[src/rtl/loader_pkg.sv]
// Shared types and constants for the program memory loader.
// The FSM state encoding, error codes and frame defaults live here.
package loader_pkg;

    typedef enum logic [2:0] {
        IDLE,
        HDR,
        LEN,
        DATA,
        CHK,
        DONE,
        ERR
    } state_t;

    localparam logic [1:0] ERR_NONE    = 2'b00;
    localparam logic [1:0] ERR_CHK     = 2'b01;
    localparam logic [1:0] ERR_TIMEOUT = 2'b10;

    localparam logic [7:0] DEFAULT_SYNC_BYTE = 8'hA5;

    // A length byte of zero encodes a full 256-byte frame.
    function automatic logic [8:0] frame_len(input logic [7:0] len_byte);
        return (len_byte == 8'd0) ? 9'd256 : {1'b0, len_byte};
    endfunction

endpackage

[src/rtl/loader_watchdog.sv]
// Idle-cycle watchdog: counts enabled cycles since the last clear and
// flags expiry once the count sits at LIMIT-1.
module loader_watchdog #(
    parameter int unsigned LIMIT = 1024
) (
    input  logic clk,
    input  logic reset,
    input  logic clear,
    input  logic enable,
    output logic expired
);

    localparam int W = (LIMIT > 1) ? $clog2(LIMIT) : 1;
    localparam logic [W-1:0] LAST = W'(LIMIT - 1);

    logic [W-1:0] count_q;
    logic [W-1:0] count_d;

    // Saturate at LAST so a held-off expiry never wraps back to zero.
    always_comb begin
        count_d = count_q;
        if (clear) begin
            count_d = '0;
        end else if (enable && (count_q != LAST)) begin
            count_d = count_q + 1'b1;
        end
    end

    always_ff @(posedge clk) begin
        if (reset) begin
            count_q <= '0;
        end else begin
            count_q <= count_d;
        end
    end

    assign expired = enable && (count_q == LAST);

endmodule

[src/rtl/program_loader.sv]
// Framed byte-stream loader: parses SYNC/LEN/payload/checksum frames,
// writes payload bytes into program memory and holds the CPU until a good frame lands.
module program_loader
    import loader_pkg::*;
#(
    parameter logic [7:0]  SYNC_BYTE      = DEFAULT_SYNC_BYTE,
    parameter logic [7:0]  BASE_ADDR      = 8'h00,
    parameter int unsigned TIMEOUT_CYCLES = 1024
) (
    input  logic       clk,
    input  logic       reset,
    input  logic       start,
    input  logic       rx_valid,
    input  logic [7:0] rx_data,
    output logic       rx_ready,
    output logic       pm_we,
    output logic [7:0] pm_addr,
    output logic [7:0] pm_wdata,
    output logic       cpu_hold,
    output logic       busy,
    output logic       done,
    output logic       error,
    output logic [1:0] err_code,
    output logic [8:0] words_written
);

    state_t     state_q,    state_d;
    logic [8:0] count_q,    count_d;
    logic [8:0] index_q,    index_d;
    logic [7:0] sum_q,      sum_d;
    logic       pm_we_q,    pm_we_d;
    logic [7:0] pm_addr_q,  pm_addr_d;
    logic [7:0] pm_wdata_q, pm_wdata_d;
    logic       cpu_hold_q, cpu_hold_d;
    logic       busy_q,     busy_d;
    logic       done_q,     done_d;
    logic       error_q,    error_d;
    logic [1:0] err_code_q, err_code_d;
    logic [8:0] words_q,    words_d;

    logic       accept;
    logic       wd_enable;
    logic       wd_expired;
    logic       timeout;
    logic [8:0] index_inc;
    logic [7:0] chk_total;

    assign rx_ready  = (state_q == HDR) || (state_q == LEN) ||
                       (state_q == DATA) || (state_q == CHK);
    assign accept    = rx_valid && rx_ready;
    assign wd_enable = (state_q == LEN) || (state_q == DATA) || (state_q == CHK);
    // An acceptance on the expiry cycle wins over the timeout.
    assign timeout   = wd_expired && !accept;
    assign index_inc = index_q + 9'd1;
    assign chk_total = sum_q + rx_data;

    loader_watchdog #(
        .LIMIT (TIMEOUT_CYCLES)
    ) u_watchdog (
        .clk     (clk),
        .reset   (reset),
        .clear   (accept || !wd_enable),
        .enable  (wd_enable),
        .expired (wd_expired)
    );

    always_comb begin
        state_d    = state_q;
        count_d    = count_q;
        index_d    = index_q;
        sum_d      = sum_q;
        pm_we_d    = 1'b0;
        pm_addr_d  = pm_addr_q;
        pm_wdata_d = pm_wdata_q;
        cpu_hold_d = cpu_hold_q;
        busy_d     = busy_q;
        done_d     = done_q;
        error_d    = error_q;
        err_code_d = err_code_q;
        words_d    = words_q;

        case (state_q)
            IDLE, DONE, ERR: begin
                if (start) begin
                    state_d    = HDR;
                    cpu_hold_d = 1'b1;
                    busy_d     = 1'b1;
                    done_d     = 1'b0;
                    error_d    = 1'b0;
                    err_code_d = ERR_NONE;
                    words_d    = 9'd0;
                    sum_d      = 8'd0;
                end
            end
            HDR: begin
                if (accept && (rx_data == SYNC_BYTE)) begin
                    state_d = LEN;
                end
            end
            LEN: begin
                if (accept) begin
                    count_d = frame_len(rx_data);
                    index_d = 9'd0;
                    state_d = DATA;
                end
            end
            DATA: begin
                if (accept) begin
                    pm_we_d    = 1'b1;
                    pm_addr_d  = BASE_ADDR + index_q[7:0];
                    pm_wdata_d = rx_data;
                    sum_d      = chk_total;
                    index_d    = index_inc;
                    words_d    = words_q + 9'd1;
                    if (index_inc == count_q) begin
                        state_d = CHK;
                    end
                end
            end
            CHK: begin
                if (accept) begin
                    busy_d = 1'b0;
                    if (chk_total == 8'd0) begin
                        state_d    = DONE;
                        done_d     = 1'b1;
                        cpu_hold_d = 1'b0;
                    end else begin
                        state_d    = ERR;
                        error_d    = 1'b1;
                        err_code_d = ERR_CHK;
                    end
                end
            end
            default: begin
                state_d = IDLE;
            end
        endcase

        if (timeout) begin
            state_d    = ERR;
            error_d    = 1'b1;
            err_code_d = ERR_TIMEOUT;
            busy_d     = 1'b0;
        end
    end

    always_ff @(posedge clk) begin
        if (reset) begin
            state_q    <= IDLE;
            count_q    <= 9'd0;
            index_q    <= 9'd0;
            sum_q      <= 8'd0;
            pm_we_q    <= 1'b0;
            pm_addr_q  <= 8'd0;
            pm_wdata_q <= 8'd0;
            cpu_hold_q <= 1'b0;
            busy_q     <= 1'b0;
            done_q     <= 1'b0;
            error_q    <= 1'b0;
            err_code_q <= ERR_NONE;
            words_q    <= 9'd0;
        end else begin
            state_q    <= state_d;
            count_q    <= count_d;
            index_q    <= index_d;
            sum_q      <= sum_d;
            pm_we_q    <= pm_we_d;
            pm_addr_q  <= pm_addr_d;
            pm_wdata_q <= pm_wdata_d;
            cpu_hold_q <= cpu_hold_d;
            busy_q     <= busy_d;
            done_q     <= done_d;
            error_q    <= error_d;
            err_code_q <= err_code_d;
            words_q    <= words_d;
        end
    end

    assign pm_we         = pm_we_q;
    assign pm_addr       = pm_addr_q;
    assign pm_wdata      = pm_wdata_q;
    assign cpu_hold      = cpu_hold_q;
    assign busy          = busy_q;
    assign done          = done_q;
    assign error         = error_q;
    assign err_code      = err_code_q;
    assign words_written = words_q;

endmodule

[config.mk]
export PLATFORM = sky130hd
export DESIGN_NAME = program_loader
export DESIGN_NICKNAME = d
export VERILOG_FILES = /design/src/rtl/loader_pkg.sv /design/src/rtl/loader_watchdog.sv /design/src/rtl/program_loader.sv
export SDC_FILE = /design/constraint.sdc
export NUM_CORES = 1
export LEC_CHECK = 0
export CAP_MARGIN = 15
export CORE_MARGIN = 5
export CORE_UTILIZATION = 56
export CTS_CLUSTER_DIAMETER = 60
export DETAILED_ROUTE_END_ITERATION = 10
export PLACE_DENSITY = 0.88
export SKIP_CTS_REPAIR_TIMING = 1
export SLEW_MARGIN = 0
export SYNTH_ARGS = -nofsm -noshare
export SYNTH_HDL_FRONTEND = slang
export SYNTH_SLANG_ARGS = --single-unit
export TNS_END_PERCENT = 100
[constraint.sdc]
create_clock -name clk -period 3.7 [get_ports clk]
set_clock_uncertainty 0.1 [all_clocks]
set_input_delay 0.925 -clock clk [delete_from_list [all_inputs] [get_ports clk]]
set_output_delay 0.925 -clock clk [all_outputs]
set_load 0.005 [all_outputs]
# Yosys cells after proc, flatten, opt, wreduce, memory -nomap -nowiden
# Index checks and enable logic that the tools add are counted.
[word_totals]
in_bits = 12
wordCells = 119
ff_bits = 71
[op_classes]
eq_ne = 25
reduce_logical = 34
muxes = 39
addsub = 4
n_bitwise = 1
[ops]
columns = ["operator", "count"]
rows = [
  ["9-bit two-way mux", 5],
  ["9-bit case mux with 2 select lines", 2],
  ["3-bit two-way mux", 7],
  ["9-bit by 1-bit adder with 9-bit output (second input constant)", 2],
  ["8-bit zero test", 2],
  ["8-bit two-way mux", 2],
  ["8-bit case mux with 2 select lines", 1],
  ["3-bit inequality test (second input constant)", 5],
  ["3-bit case mux with 5 select lines", 1],
  ["4-bit AND reduction", 3],
  ["6-bit AND reduction", 2],
  ["1-bit two-way mux", 11],
  ["10-bit by 1-bit adder with 10-bit output (second input constant)", 1],
  ["10-bit == test (second input constant)", 1],
  ["2-bit two-way mux", 5],
  ["10-bit inequality test (second input constant)", 1],
  ["2-bit inequality test (second input constant)", 5],
  ["3-bit == test (second input constant)", 3],
  ["9-bit == test", 1],
  ["3-bit AND reduction", 3],
  ["8-bit adder", 1],
  ["8-bit == test (second input constant)", 1],
  ["1-bit case mux with 2 select lines", 4],
  ["3-bit by 2-bit == test with 1-bit output (second input constant)", 2],
  ["other kinds (14)", 32],
]

# Logic depth before layout (Yosys ltp)
# Gate-level depths: netlist of run 1.
[logic_depth]
depth_word = 9
mapped_depth = 9
mapped_depth_nobuf = 8

# Modules after synthesis
# A second synthesis of run 1 with hierarchy kept.
[hier_totals]
cells_unflattened = 470
hier_area_um2 = 3863.7
[by_module_without_submodules]
columns = ["module", "instances", "cells_per_inst", "area_each_um2", "seq_area_each_um2"]
rows = [
  ["program_loader", 1, 411, 3334.4, 1221.2],
  ["loader_watchdog", 1, 59, 529.3, 200.2],
]

# Worst setup path before layout of run 1
# Ideal clock, no wire load.
[synth_path]
path_type = "input to register"
start = "in rx_data[0]"
end = "reg state_q[0]"
arrival_time_ns = 2.889
required_time_ns = 3.497
path_slack_ns = 0.607
path_stages = 8
cell_sequence = "ha_1 fa_1 a211oi_2 nor4b_1 nand4b_1 a2111oi_4 o21ai_1 a2111oi_2"
[synth_between]
elab_chain_len = 5
elab_cells_between_ends = 9
cone_classes = "add/sub: 1; eq/ne: 2; mux: 3; reduce/logical: 3"
[synth_rtl]
columns = ["element", "line_no", "text"]
rows = [
  ["start, declared", "program_loader.sv:14", "input logic [7:0] rx_data,"],
  ["8-bit adder", "program_loader.sv:55", "assign chk_total = sum_q + rx_data;"],
  ["8-bit zero test", "program_loader.sv:123", "if (chk_total == 8'd0) begin"],
  ["2-bit two-way mux", "program_loader.sv:123", ""],
  ["3-bit two-way mux", "program_loader.sv:121", "if (accept) begin"],
  ["3-bit case mux with 5 select lines", "program_loader.sv:82", "case (state_q)"],
  ["end signal, assigned", "program_loader.sv:163", "state_q <= state_d;"],
  ["end, declared", "program_loader.sv:27", "state_t state_q, state_d;"],
]
# Several ways; a longest one is shown, not always the timed one. The select of a mux whose other input is x is not followed.
# A chain may end at the register's enable or synchronous reset.

# Worst setup path after layout of run 1
[layout_path]
start = "in rx_data[0]"
end = "reg err_code_q[1], in the netlist err_code[1]"
[layout_between]
elab_chain_len = 4
[layout_rtl]
columns = ["element", "line_no", "text"]
rows = [
  ["8-bit adder", "program_loader.sv:55", ""],
  ["8-bit zero test", "program_loader.sv:123", ""],
  ["3-bit inequality test (no source line)", "n/a", ""],
  ["4-bit AND reduction (no source line)", "n/a", ""],
  ["end signal, assigned", "program_loader.sv:174", "err_code_q <= err_code_d;"],
  ["end, declared", "program_loader.sv:38", "logic [1:0] err_code_q, err_code_d;"],
]
# No other way between the ends.

==> results by group, run 1 <==
Finish
  – Commonest non-fill, non-tap cell in the layout: dfxtp_1
  – Area growth syn-to-layout: 22.43%
  – # diodes: 0
  – Filler cells: 480
  – Most frequent cells in the layout: dfxtp_1, nand2_1, nor2_1
  – Final core occ: 70.47%
  – Layout cell share with drive strength beyond 1: 8.907%
  – Layout Cells excl Fill: 571
  – Final #Nets: 513
  – Final instance area: 0.004501 mm^2

Routing
  – Final ANT Viol Nets: 0
  – Post-Route WL: 8994 um
  – Residual DRC: 0
  – Starting DRT DRC Count: 237
  – DR WL/cell: 15.75 um
  – Via count: 3478
  – Drt via density: 6.091
  – DRT Pass-1 Iters: 5

Synth
  – Synth Area in Compound Gates: 19.50%
  – Mux contribution to synthesized area: 1.736%
  – Largest family of logic cells by synthesized area: simple AND/OR/NAND/NOR gates
  – Yosys warning total: 0
  – Synth Area in Simple Gates: 24.88%
  – Synthesized flop and latch total: 71
  – Xor/xnor share of the synthesized area: 7.862%
  – Synth Cell Area: 0.003676 mm^2
  – Synthesized Nets: 469
  – Post-synth EDFFs: 0
  – Register area share after synthesis: 38.67%
  – Syn avg cell area: 8.242 um^2
  – Post-Syn Instances: 446
  – Netlist cell types: 63
  – FFs w/ async S/R, synth: 0%
  – Synth Area in Adders: 3.948%
  – Synth Flop Type: dfxtp_1

Clocking
  – Num Clock Sinks: 71
  – Clk slew on worst S/H paths: 0.07 ns
  – Worst skew pair latency: 0.36 ns
  – Clock buffer depth: 2
  – CTS tree: done
  – CTS Buf Count: 9
  – Root Buffer Master: clkbuf_8
  – H-tree depth: 3

Worst setup path
  – CP max FO: 4
  – Cell Chain, Critical Path: clkdlybuf4s50_1, ha_1, fa_1, a211oi_2, nor4b_1, nand4b_1, a2111o_1, o21ai_0, o211a_1
  – Critical Path Sink Type: flip-flop
  – CP required: 3.90 ns
  – CP arrival: 3.64 ns
  – CP Launch Type: input port
  – Critical path class: in -> reg
  – CP delay by family, top: compound AO/OA/AOI/OAI gates
  – Slowest CP cell: a2111o_1
  – Worst path bufs/invs: 1
  – Worst path max stage delay: 0.52 ns

Placement
  – Area after DPL: 0.004219 mm^2
  – Placer Congestion: 0.9675
  – Final HPWL DP: 6176 um
  – Pre-CTS WS: -0.05658 ns
  – IO buf count: 44
  – Placed Cells: 556

Global routing
  – First-pass GRT wire length: 14660 um
  – GRT Total Usage: 21.24%
  – Global route total overflow: 0
  – Number of global-route vias before repair: 3179
  – Largest net degree at the start of global routing: 24
  – Initial antenna violation count: 0

Power and ir drop
  – IR drop worst, VDD: 0.4307 mV
  – Comb pwr share: 20.8%
  – Leakage power: 1.609 nW
  – PD cells: 484.8 mW/mm^2
  – Cell internal pwr: 1.582 mW
  – Psw: 600.0 uW
  – Sequential share of power: 38.7%
  – Final Power: 2.182 mW
  – Switch share: 27.50%
  – Clk pwr share: 40.5%

Floorplanning
  – Io pins: 45
  – Die Area: 0.008285 mm^2
  – # rows: 29
  – Core footprint: 0.006386 mm^2
  – Die Height: 91.02 um
  – Die width: 91.02 um
  – Initial Util: 57.56%

Timing
  – Period utilization: 93.06%
  – RSZ-0062 raised after global routing: no
  – Tmin final: 3.443 ns
  – Slew Viols, Final: 0
  – Setup violations, final: 0
  – Fin. Hold Viols: 0
  – Slew at the pin with the worst max-slew slack: 0.8992 ns
  – F_max: 290.4 MHz
  – Setup ws final: 0.2569 ns
  – Max-slew headroom: 39.59%
  – Setup TNS: 0 ns
  – Fin Hold WS: 0.3471 ns

Run status
  – Outcome: finished clean

Run
  – Max-Cap Viols: 0

Hold path
  – HP Class: reg -> reg
## cell usage after synthesis (all sizes together) (5+ instances only)
cell | instances | area share, %
and3 | 5 | 0.85
nand3 | 9 | 1.2
nor2 | 47 | 4.9
nand2 | 69 | 7.0
ha | 10 | 3.4
a22o | 8 | 1.9
buf | 10 | 1.3
a21oi | 43 | 5.9
xnor2 | 15 | 3.6
clkbuf | 16 | 1.6
nand4 | 10 | 1.7
and2 | 7 | 1.2
dfxtp | 71 | 39
inv | 5 | 0.51
xor2 | 18 | 4.3
nor3 | 11 | 1.6
o21ai | 16 | 2.2
## path summary, 6_finish.rpt
check | from | endpoint | slack (ns) | cells after the start
max | rx_data[0] | err_code[1]$_SDFFE_PP0P_ | 0.26 | 9
min | done$_SDFFE_PP0P_ | done$_SDFFE_PP0P_ | 0.35 | 2
max reg2reg | sum_q[0]$_SDFFE_PP0P_ | err_code[1]$_SDFFE_PP0P_ | 0.95 | 8
min reg2reg | done$_SDFFE_PP0P_ | done$_SDFFE_PP0P_ | 0.35 | 2
## cell families (layout without fill, tap and decap cells)
kind of cell             count (synthesis)  in the layout
AND/OR/NAND/NOR                        189            189
AO/OA/AOI/OAI                          105            105
flip-flops                              71             71
XOR/XNOR                                33             33
buffers and inverters                   31             79
adder cells (fa/ha/maj)                 11             11
multiplexers                             6              6
## flip-flops by register name, summed over array words and instances (netlist names)
register / flops
err_code: 2
sum_q: 8
state_q: 3
index_q: 9
pm_wdata: 8
error: 1
pm_we: 1
count_q: 9
pm_addr: 8
words_written: 9
cpu_hold: 1
done: 1
u_watchdog.count_q: 10
busy: 1
## power groups by stage
stage	logic, mW	clock network (mW)	registers, mW
after floorplan	0.298	0	0.845
after global placement	0.427	0	0.858
after detailed placement	0.442	0	0.860
after CTS	0.447	0.890	0.843
after global routing	0.497	0.917	0.849
final	0.454	0.883	0.844
## layer usage
layer | routed length [um] | global-route usage, %
met5 | 0 | 0
met4 | 228 | 8.680
met3 | 679 | 4.959
met2 | 4170 | 34.19
met1 | 3915 | 27.39
## layout make-up
cell class | instances | area (um^2) | area share (%)
Multi-Input combinational cell | 344 | 2130 | 47.32
Sequential cell | 71 | 1421 | 31.58
Timing Repair Buffer | 59 | 553.0 | 12.29
Clock inverter | 6 | 157.7 | 3.503
Clock buffer | 9 | 123.9 | 2.752
Tap cell | 77 | 96.34 | 2.141
Inverter | 5 | 18.77 | 0.4170
## tightest hold or removal path, delay by kind of cell (launching register included)
family | cells | cell delay [ns]
flip-flops | 1 | 0.31
buffers and inverters | 1 | 0.05
AO/OA/AOI/OAI | 1 | 0.05
(Power assumes the default switching activity.)
==> run 2: changes to the inputs <==
--- a/config.mk
+++ b/config.mk
@@ -6,11 +6,13 @@
 export NUM_CORES = 1
 export LEC_CHECK = 0
 export CAP_MARGIN = 15
+export CELL_PAD_IN_SITES_DETAIL_PLACEMENT = 1
+export CELL_PAD_IN_SITES_GLOBAL_PLACEMENT = 2
 export CORE_MARGIN = 5
-export CORE_UTILIZATION = 56
+export CORE_UTILIZATION = 33
 export CTS_CLUSTER_DIAMETER = 60
 export DETAILED_ROUTE_END_ITERATION = 10
-export PLACE_DENSITY = 0.88
+export PLACE_DENSITY = 0.87
 export SKIP_CTS_REPAIR_TIMING = 1
 export SLEW_MARGIN = 0
 export SYNTH_ARGS = -nofsm -noshare
==> results by group, run 2 (synthesis results as in run 1) <==
Run status
  – Outcome: finished clean

Clocking
  – Clk slew on worst S/H paths: 0.08 ns (about the same)
  – Root Buffer Master: clkbuf_8
  – H-tree depth: 3 (unchanged)
  – CTS Buf Count: 9 (unchanged)
  – CTS tree: done
  – Clock buffer depth: 2 (unchanged)
  – Num Clock Sinks: 71 (unchanged)
  – Worst skew pair latency: 0.34 ns (-0.02 ns)

Finish
  – Commonest non-fill, non-tap cell in the layout: dfxtp_1
  – Max FFs per register: 10 (unchanged)
  – Area growth syn-to-layout: 24.00%
  – Filler cells: 1300 (+170%)
  – Biggest register: u_watchdog.count_q
  – Layout cell share with drive strength beyond 1: 9.457% (+0.55 points)
  – Most frequent cells in the layout: dfxtp_1, nand2_1, nor2_1
  – Final #Nets: 515 (+0.39%)
  – # diodes: 0 (unchanged)

Global routing
  – Initial antenna violation count: 0 (unchanged)
  – Largest net degree at the start of global routing: 24 (unchanged)
  – Number of global-route vias before repair: 3447 (+8.4%)
  – Global route total overflow: 0 (unchanged)
  – First-pass GRT wire length: 17240 um (+18%)
  – GRT Total Usage: 16.02% (-5.2 points)

Routing
  – Final ANT Viol Nets: 0 (unchanged)
  – Drt via density: 5.248 (-14%)
  – DR WL/cell: 15.90 um (+0.93%)
  – Starting DRT DRC Count: 177 (-25%)
  – Post-Route WL: 10130 um (+13%)
  – DRT Pass-1 Iters: 4 (-1)
  – Residual DRC: 0 (unchanged)
  – Via count: 3343 (-3.9%)

Worst setup path
  – Worst path max stage delay: 0.51 ns (about the same)
  – CP required: 3.88 ns (-0.02 ns)
  – Slowest CP cell: a2111o_1
  – CP max FO: 4 (unchanged)
  – Critical path class: in -> reg
  – CP arrival: 3.62 ns (-0.02 ns)
  – Cell Chain, Critical Path: clkdlybuf4s50_1, ha_1, fa_1, a211oi_2, nor4b_1, nand4b_1, a2111o_1, o21ai_0, o211a_1
  – CP delay by family, top: compound AO/OA/AOI/OAI gates
  – Critical Path Sink Type: flip-flop
  – CP Launch Type: input port
  – Worst path bufs/invs: 1 (unchanged)

Power and ir drop
  – IR drop worst, VDD: 0.1892 mV (-56%)
  – Leakage power: 1.606 nW (-0.19%)
  – PD cells: 456.3 mW/mm^2 (-5.9%)
  – Final Power: 2.080 mW (-4.7%)

Placement
  – Placer Congestion: 0.8138 (-16%)
  – Pre-CTS WS: -0.04655 ns (+0.01002 ns)
  – Final HPWL DP: 7470 um (+21%)
  – IO buf count: 44 (unchanged)

Floorplanning
  – # rows: 38 (+31%)
  – Die Height: 115.5 um (+27%)
  – Core footprint: 0.01089 mm^2 (+70%)
  – Die Area: 0.01335 mm^2 (+61%)
  – Io pins: 45 (unchanged)
  – Initial Util: 33.76% (-24 points)
  – Die width: 115.5 um (+27%)

Timing
  – Setup ws final: 0.2651 ns (+0.008179 ns)
  – Slew at the pin with the worst max-slew slack: 0.6233 ns (-0.2759 ns)
  – F_max: 291.1 MHz (+0.24%)
  – RSZ-0062 raised after global routing: no
  – Period utilization: 92.84% (-0.22 points)
  – Fin. Hold Viols: 0 (unchanged)
  – Setup TNS: 0 ns (unchanged)
  – Slew Viols, Final: 0 (unchanged)
  – Tmin final: 3.435 ns (-0.008179 ns)
  – Max-slew headroom: 58.39% (+19 points)
  – Setup violations, final: 0 (unchanged)

Run
  – Max-Cap Viols: 0 (unchanged)

Hold path
  – HP Class: reg -> reg
## run 2: cell count changes in the layout (fill, tap and decap cells not counted), sizes merged
cell / change
buf: +2
bufinv: -2
clkinv: +2
clkbuf: +1
## run 2: layout make-up
type	instances	area (um^2)	area share (%)
multi-input combinational	344	2130	46.72
sequential	71	1421	31.18
timing repair buffer	61	568.0	12.46
tap	140	175.2	3.843
clock buffer	10	137.6	3.019
clock inverter	6	107.6	2.361
inverter	5	18.77	0.4117
## run 2: layer usage
| metal | vias up | track usage, % | share of wire, % |
|---|---|---|---|
| li1 | 1674 | - | - |
| met1 | 1604 | 21.85 | 49 |
| met2 | 57 | 25.39 | 46 |
| met3 | 8 | 2.977 | 3.8 |
| met4 | 0 | 5.712 | 1.2 |
| met5 | - | 0 | 0 |
## run 2: power by group
part	internal (mW)	leakage (nW)	switching, mW
clock network	0.464	0.122	0.312
logic	0.199	0.909	0.259
registers	0.802	0.574	0.0433
total	1.47	1.61	0.614
## run 2: metrics by stage
stage / std cells / utilization (%) / hold slack, ns / cell area [um^2]
floorplan: 446 / - / 0.3421 / 3676
global placement: 621 / 39.61 / 0.3356 / 4313
detailed placement: 621 / 39.61 / 0.3485 / 4313
CTS: 637 / 41.86 / 0.3596 / 4558
global route: 637 / 41.86 / 0.3830 / 4558
finish: 637 / 41.86 / 0.3571 / 4558
## run 2: final timing paths
kind,start,end,slack [ns],cells past startpoint
worst max-delay path,rx_data[0],err_code[1]$_SDFFE_PP0P_,0.27,9
worst min-delay path,pm_addr[6]$_SDFFE_PP0P_,pm_addr[6]$_SDFFE_PP0P_,0.36,2
worst max register to register,sum_q[0]$_SDFFE_PP0P_,err_code[1]$_SDFFE_PP0P_,0.98,8
worst min register to register,pm_addr[6]$_SDFFE_PP0P_,pm_addr[6]$_SDFFE_PP0P_,0.36,2
## run 2: worst register-to-register path: cells and delay by family (launching register included)
family	cells	cell delay [ns]
compound gates	4	1.22
fa+ha+maj	2	0.63
simple gates	2	0.39
flops	1	0.32
==> run 3: changes to the inputs <==
--- a/config.mk
+++ b/config.mk
@@ -12,6 +12,7 @@
 export CORE_UTILIZATION = 33
 export CTS_CLUSTER_DIAMETER = 60
 export DETAILED_ROUTE_END_ITERATION = 10
+export GPL_ROUTABILITY_DRIVEN = 0
 export PLACE_DENSITY = 0.87
 export SKIP_CTS_REPAIR_TIMING = 1
 export SLEW_MARGIN = 0
==> results of run 3 <==
Final layout, timing and power as in run 2 (identical DEF).
